## src/rtl/fsm_var_id_matcher_pkg.sv

```systemverilog
// Shared types and constants for the serial ID-frame matcher.
package fsm_var_id_matcher_pkg;

  localparam int FRAME_W = 4;
  localparam int CNT_W   = 2;

  typedef enum logic [1:0] {
    IDLE  = 2'd0,
    RX    = 2'd1,
    CHECK = 2'd2
  } state_t;

  // A frame is accepted if it equals either configured ID.
  function automatic logic id_match(input logic [FRAME_W-1:0] frame,
                                    input logic [FRAME_W-1:0] id_a,
                                    input logic [FRAME_W-1:0] id_b);
    return (frame == id_a) || (frame == id_b);
  endfunction

endpackage

```

## src/rtl/fsm_var_id_matcher_shifter.sv

```systemverilog
// MSB-first frame assembler: bit counter selects which frame bit the next
// serial sample lands in; done flags the sample that completes the frame.
module serial_frame_shifter
  import fsm_var_id_matcher_pkg::*;
(
  input  logic               clk,
  input  logic               rst,
  input  logic               load,   // first sample of a frame, goes to MSB
  input  logic               shift,  // subsequent samples
  input  logic               clear,  // discard a partial frame
  input  logic               din,
  output logic [FRAME_W-1:0] frame,
  output logic               done
);

  logic [CNT_W-1:0] cnt;
  logic [CNT_W-1:0] pos;

  // Sample with count k lands in bit FRAME_W-1-k (MSB first).
  assign pos  = CNT_W'(FRAME_W-1) - cnt;
  assign done = shift && (cnt == CNT_W'(FRAME_W-1));

  // Frame/counter update; counter wraps to 0 after the last bit.
  always_ff @(posedge clk) begin
    if (rst || clear) begin
      frame <= '0;
      cnt   <= '0;
    end else if (load) begin
      frame <= {din, {(FRAME_W-1){1'b0}}};
      cnt   <= CNT_W'(1);
    end else if (shift) begin
      frame[pos] <= din;
      cnt        <= cnt + CNT_W'(1);
    end
  end

endmodule

```

## src/rtl/fsm_var_id_matcher.sv

```systemverilog
// Serial ID-frame receiver: collects 4-bit frames while start is high and
// pulses hit when a completed frame matches ID_1 or ID_2.
module fsm_var_id_matcher
  import fsm_var_id_matcher_pkg::*;
#(
  parameter int ID_1 = 1,
  parameter int ID_2 = 2
) (
  input  logic               clk,
  input  logic               rst,
  input  logic               start,
  input  logic               in,
  output logic               hit,
  output logic [FRAME_W-1:0] out
);

  // IDs wider than a frame are truncated to the frame width.
  localparam logic [FRAME_W-1:0] ID1_T = FRAME_W'(ID_1);
  localparam logic [FRAME_W-1:0] ID2_T = FRAME_W'(ID_2);

  state_t             state;
  logic               load;
  logic               shift;
  logic               clear;
  logic               done;
  logic [FRAME_W-1:0] frame;

  // Shifter controls decoded from the current state and the enable level.
  assign load  = (state == IDLE) &&  start;
  assign shift = (state == RX)   &&  start;
  assign clear = (state == RX)   && !start;

  serial_frame_shifter u_shifter (
    .clk   (clk),
    .rst   (rst),
    .load  (load),
    .shift (shift),
    .clear (clear),
    .din   (in),
    .frame (frame),
    .done  (done)
  );

  // Matcher FSM with registered hit/out; CHECK lasts exactly one cycle.
  always_ff @(posedge clk) begin
    if (rst) begin
      state <= IDLE;
      hit   <= 1'b0;
      out   <= '0;
    end else begin
      case (state)
        IDLE: begin
          hit <= 1'b0;
          if (start) state <= RX;
        end
        RX: begin
          hit <= 1'b0;
          if (!start)    state <= IDLE;   // abort, partial frame dropped
          else if (done) state <= CHECK;
        end
        CHECK: begin
          out   <= frame;
          hit   <= id_match(frame, ID1_T, ID2_T);
          state <= IDLE;
        end
        default: begin
          hit   <= 1'b0;
          state <= IDLE;
        end
      endcase
    end
  end

endmodule

```

## config.mk

```make
export PLATFORM = sky130hd
export DESIGN_NAME = fsm_var_id_matcher
export DESIGN_NICKNAME = d
export VERILOG_FILES = /design/src/rtl/fsm_var_id_matcher_pkg.sv /design/src/rtl/fsm_var_id_matcher_shifter.sv /design/src/rtl/fsm_var_id_matcher.sv
export SDC_FILE = /design/constraint.sdc
export NUM_CORES = 1
export LEC_CHECK = 0
export ABC_AREA = 1
export CAP_MARGIN = 20
export CORE_UTILIZATION = 50
export CTS_CLUSTER_DIAMETER = 100
export CTS_CLUSTER_SIZE = 25
export DETAILED_ROUTE_END_ITERATION = 12
export PLACE_DENSITY = 0.74
export SETUP_SLACK_MARGIN = 0.3
export SYNTH_ARGS = -nofsm -noshare
export SYNTH_HDL_FRONTEND = slang
export SYNTH_HIERARCHICAL = 1
export SYNTH_SLANG_ARGS = --single-unit
```

## constraint.sdc

```tcl
create_clock -name clk -period 1.3 [get_ports clk]
set_input_delay 0.195 -clock clk [delete_from_list [all_inputs] [get_ports clk]]
set_output_delay 0.195 -clock clk [all_outputs]
set_load 0.1 [all_outputs]
```

======== Word-level counts from Yosys, hierarchy flattened ========
Cells that the tools add are included.
storage, ports and cells
  input bits .............................. 4
  logic and storage cells ................. 43
  output and inout bits ................... 5
  flip-flop bits (word level) ............. 13
  RAM bits ................................ 0
  memories ................................ 0
  bits in read-only memories .............. 0
  latch bits .............................. 0
cells by class
  reduce and logical (&&, ||, !) cells .... 13
  div/mod/pow operators ................... 0
  eq/ne operators ......................... 7
  shifts and indexed selects .............. 0
  multiplexer cells ....................... 11
  $mul .................................... 0
  add/subtract/negate cells ............... 2
  bitwise logic cells ..................... 1
  order comparisons ....................... 2
operator list
  cell                                                  count
  two-way mux 4 bit                                     2
  two-way mux 2 bit                                     3
  logical AND 1 bit                                     5
  bitwise mux 4 bit                                     1
  equality test 2 bit (second input constant)           2
  equality test 4 x 1 -> 1 bit (second input constant)  1
  equality test 4 x 2 -> 1 bit (second input constant)  1
  one-hot mux 2 bit (2 select lines)                    1
  OR reduction 2 bit                                    2
  < comparator 2 x 3 -> 1 bit (second input constant)   1
  two-way mux 1 bit                                     3
  inequality test 3 bit (second input constant)         1
  adder 2 x 1 -> 2 bit (second input constant)          1
  demux 1 bit (select 2 bit)                            1
  equality test 2 x 1 -> 1 bit (second input constant)  1
  >= comparator 2 x 1 -> 1 bit (second input constant)  1
  logical NOT 2 bit                                     1
  logical OR 1 bit                                      2
  inequality test 2 bit (second input constant)         1
  AND reduction 2 bit                                   1
  nonzero test 2 bit                                    1
  subtractor 2 bit (first input constant)               1
  logical NOT 1 bit                                     1
  NOT 1 bit                                             1

======== Logic depth before layout (Yosys ltp) ========
  word-level depth ........................ 8
  depth in mapped cells ................... 9
  depth with buffers taken out ............ 8

======== Cells and area by module ========
The synthesis kept the hierarchy.
by module, submodules not included
  module                cells an instance  area each (sq um)  sequential area each (sq um)  times used
  serial_frame_shifter  44                 346.6              120.1                         1
  fsm_var_id_matcher    45                 302.8              140.1                         1

======== Worst setup path before layout ========
Ideal clock, no wire load.
  kind .................................... register to register
  from .................................... reg out[0] (netlist name)
  to ...................................... reg out[0]
  data arrival time ....................... 1.142 ns
  path buffers ............................ 0
  period minus slack after synthesis ...... 1.207 ns
  library setup time ...................... 0.065 ns
  path slack .............................. 0.093 ns
  required time ........................... 1.235 ns
  stages on the path, launching flop included .. 3
  cell sequence ........................... dfxtp_1 -> nor2_1 -> nor2_1
RTL lines
  element               line                      source
  end signal, assigned  fsm_var_id_matcher.sv:62  out <= frame;
  end, declared         fsm_var_id_matcher.sv:14  output logic [FRAME_W-1:0] out

======== Worst setup path in the final report ========
  from .................................... reg state[1]
  to ...................................... reg state[1]
on the way
  longest elaborated chain between the ends .. 5
  elaborated cells between the ends (all ways) .. 8
  those cells by class .................... eq/ne: 3; mux: 1; reduce/logical: 4
RTL lines
  element                                 line                              source
  start, declared                         fsm_var_id_matcher.sv:21          state_t state;
  start signal, assigned                  fsm_var_id_matcher.sv:47          state <= IDLE;
  start signal, assigned                  fsm_var_id_matcher.sv:54          if (start) state <= RX;
  start signal, assigned                  fsm_var_id_matcher.sv:58          if (!start) state <= IDLE;
  equality test 2 x 1 -> 1 bit            fsm_var_id_matcher.sv:30          assign shift = (state == RX) && start;
  logical AND 1 bit                       fsm_var_id_matcher.sv:30
  net shift                               fsm_var_id_matcher.sv:23          logic shift;
  logical AND 1 bit                       fsm_var_id_matcher_shifter.sv:21  assign done = shift && (cnt == CNT_W'(FRAME_W-1));
  net done                                fsm_var_id_matcher.sv:25          logic done;
  inequality test 3 bit (no source line)  --
  AND reduction 2 bit (no source line)    --
The timed path passes the listed nets, and every way through them passes these cells.
A chain may end at the register's enable or synchronous reset.

==> results by group <==
GRT
  • GRT Resource Usage Total: 23.7%
  • Vias in the first global route: 562
  • Initial antenna violation count: 0
  • Global-route wire length before repair: 2.32 mm
  • GR Overflow Total: 0
  • Pin count of the biggest net entering global routing: 8

Placed design
  • RePlAce Congestion: 0.755
  • Placed cell area: 817 um2
  • Hpwl dp: 949 um
  • Buffers on Ports: 8

Setup path
  • Worst path depth: 7
  • Crit end category: flip-flop
  • Max FO, Critical Path: 5
  • Type of element launching the critical path: flip-flop
  • CP Data Arrival Time: 1240 ps
  • Crit path launch: state[1]
  • Worst reg-to-reg setup slack: 260 ps
  • Worst setup path endpoint: state[1]
  • Setup CP Type: flip-flop to flip-flop
  • CP bufs+invs: 3
  • CP Cell Sequence: inv_4, nand3_4, inv_6, nand2_4, inv_2, o21ai_1, nor2_1
  • CP top delay family: flip-flops
  • CP max stage cell: dfxtp_4
  • Reg2Reg Depth: 7
  • Reg2reg start: state[1]
  • Worst R2R End: state[1]
  • CP max stage delay: 370 ps
  • WP data required: 1500 ps

Die
  • Core footprint: 1160 um2
  • Top-level I/O count: 9
  • Die width: 38.0 um
  • Die height: 38.0 um
  • Row Count: 12
  • Total Die Area: 1450 um2
  • Starting Density: 56.2%

Final layout
  • N_diodes: 0
  • Layout cells sized above 1: 42.5%
  • Filler cells: 69
  • Final #Nets: 115
  • Post-layout instance area: 936 um2
  • Synthesis-to-layout area growth: 44.1%

STA
  • Max Slew Vio Count: 0
  • Slew margin rel.: 83.4%
  • Period utilisation layout: 79.8%
  • FMAX: 964 MHz
  • Hold Fails Final Rpt: 0
  • Worst Max-Slew Pin Slew: 249 ps
  • RSZ-0062 raised after global routing: true
  • Clk_skew: 1.83 ps
  • Final setup violation count: 0
  • Post-layout min period: 1040 ps

Drt
  • ANT nets after route: 0
  • DRT iter0 DRCs: 15
  • Drt pass-1 iters: 4
  • Routed len/inst: 12.2 um
  • Final wirelength: 1.47 mm
  • Drc violations: 0
  • Total number of vias: 611
  • Vias per inst: 5.09

Synthesis
  • Post-synthesis sequential area ratio: 40.1%
  • Synthesized area: 649 um2
  • Mean Syn Cell Area: 7.30 um2
  • Mapped Cells: 89
  • Syn_nets: 97
  • Synth Register Bits: 13
  • Yosys warning count: 6
  • Post-synth cell types: 17

Pwr
  • VDD IR max: 0.711 mV
  • Power Density: 879 nW/um2
  • Power Total: 0.000823 W
  • Total leakage power: 0.395 nW

Clocking
  • CTS Hold Bufs: 0
  • Num Clock Sinks: 13
  • Root buffer cell: clkbuf_4
  • CTS clk-pin slew, worst paths: 80 ps
  • H-tree levels: 1
  • Clk_lat worst skew: 270 ps
  • TritonCTS clock tree: built
  • CTS buffer count: 3
  • Bufs on Longest Clock Path: 2

Run
  • MaxCap Viol Count: 0

Status
  • Outcome: finished clean

Min path
  • Hold Path Class: input pin to flip-flop
## per-layer routing
| metal | track usage, % | up-vias | share of wire, % |
|---|---|---|---|
| met4 | 5.36 | 0 | 0.95 |
| met5 | 0 | - | 0 |
| li1 | - | 311 | - |
| met3 | 8.72 | 2 | 6.5 |
| met1 | 24.8 | 266 | 37 |
| met2 | 44.1 | 32 | 56 |
## worst min-delay path by stage
stage / slack, ps / startpoint / to / cells after the start
6_report: 420 / start / state[0] / 3
5_1_grt: 430 / start / state[0] / 3
4_1_cts: 410 / start / state[0] / 3
3_5_place_dp: 470 / u_shifter/frame[2] / u_shifter/frame[2] / 2
3_3_place_gp: 470 / u_shifter/frame[1] / u_shifter/frame[1] / 2
2_1_floorplan: 320 / start / state[1] / 2
## layout make-up
| cell class | count | area, um2 | area share, % |
|---|---|---|---|
| timing repair buffer | 13 | 166 | 17.8 |
| inverter | 15 | 68.8 | 7.35 |
| sequential | 13 | 277 | 29.5 |
| tap | 14 | 17.5 | 1.87 |
| timing repair inverter | 1 | 7.51 | 0.802 |
| clock buffer | 4 | 26.3 | 2.81 |
| multi-input combinational | 60 | 373 | 39.8 |
## placed cells by master (no fill, tap or decap)
master,netlist,routed
nor2_4,2,2
inv_2,3,2
nand3_1,11,9
dfxtp_1,13,4
inv_4,1,3
nor3_4,0,1
buf_12,0,5
dlygate4sd2_1,0,1
ha_2,0,1
clkbuf_1,0,1
nor2_2,0,1
nand2_1,19,16
buf_4,0,5
nand2_4,1,2
inv_6,0,1
nand2_2,1,3
clkbuf_4,0,3
dfxtp_4,0,2
ha_1,4,3
nand3_2,1,2
nand3_4,0,1
clkinvlp_4,0,1
nor2_1,13,12
a21oi_1,5,3
a21oi_2,1,3
o21ai_1,0,1
dfxtp_2,0,7
clkdlybuf4s50_1,0,2
inv_1,11,9
## stage by stage
step           setup WS (ps)  utilization [%]  hold WS (ps)  cells  TNS (ps)
2_1_floorplan            306                -           325     89         0
3_3_place_gp            -103             70.7           467    110      -576
3_5_place_dp            -115             70.7           474    110      -722
4_1_cts                  293             78.7           411    119         0
5_1_grt                  177             81.0           432    120         0
6_report                 263             81.0           417    120         0
## Yosys cell counts (all sizes together)
master / count / area share (%)
dfxtp: 13 / 40
nand3: 12 / 10
nor2: 15 / 11
inv: 15 / 9.1
nand2: 21 / 14
buf: 1 / 1.7
nor3: 1 / 0.77
ha: 4 / 7.7
a21oi: 6 / 5.2
o21ai: 1 / 0.77
## report_power, final
| part | leakage [nW] | internal (W) | switching, W | total [W] |
|---|---|---|---|---|
| Clock | 0.0150 | 0.000119 | 0.000125 | 0.000244 |
| Sequential | 0.110 | 0.000409 | 0.0000137 | 0.000423 |
| Combinational | 0.270 | 0.0000601 | 0.0000960 | 0.000156 |
| Total | 0.395 | 0.000588 | 0.000235 | 0.000823 |
## tightest hold or removal path, stage by stage
cell           delay, ps
dlygate4sd2_1        310
nand3_1              110
a21oi_1               40
## state kept, by name (all words and copies together), names as in the netlist
register and cells:
u_shifter/cnt 2, out 4, state 2, hit 1
u_shifter/frame 4
## kinds of logic after synthesis
family / Yosys count / share of synthesized area, %
adder cells (fa/ha/maj): 4 / 7.71
flip-flops: 13 / 40.1
AO/OA/AOI/OAI: 7 / 5.97
AND/OR/NAND/NOR: 49 / 35.5
buffers and inverters: 16 / 10.8
## repair_timing
item,CTS,global route
setup endpoints to repair,10,12
cloned,1,0
gates resized for setup,11,6
buffers inserted,4,1
pin swaps,0,1
hold endpoints to repair,0,0
(Power assumes the default switching activity.)
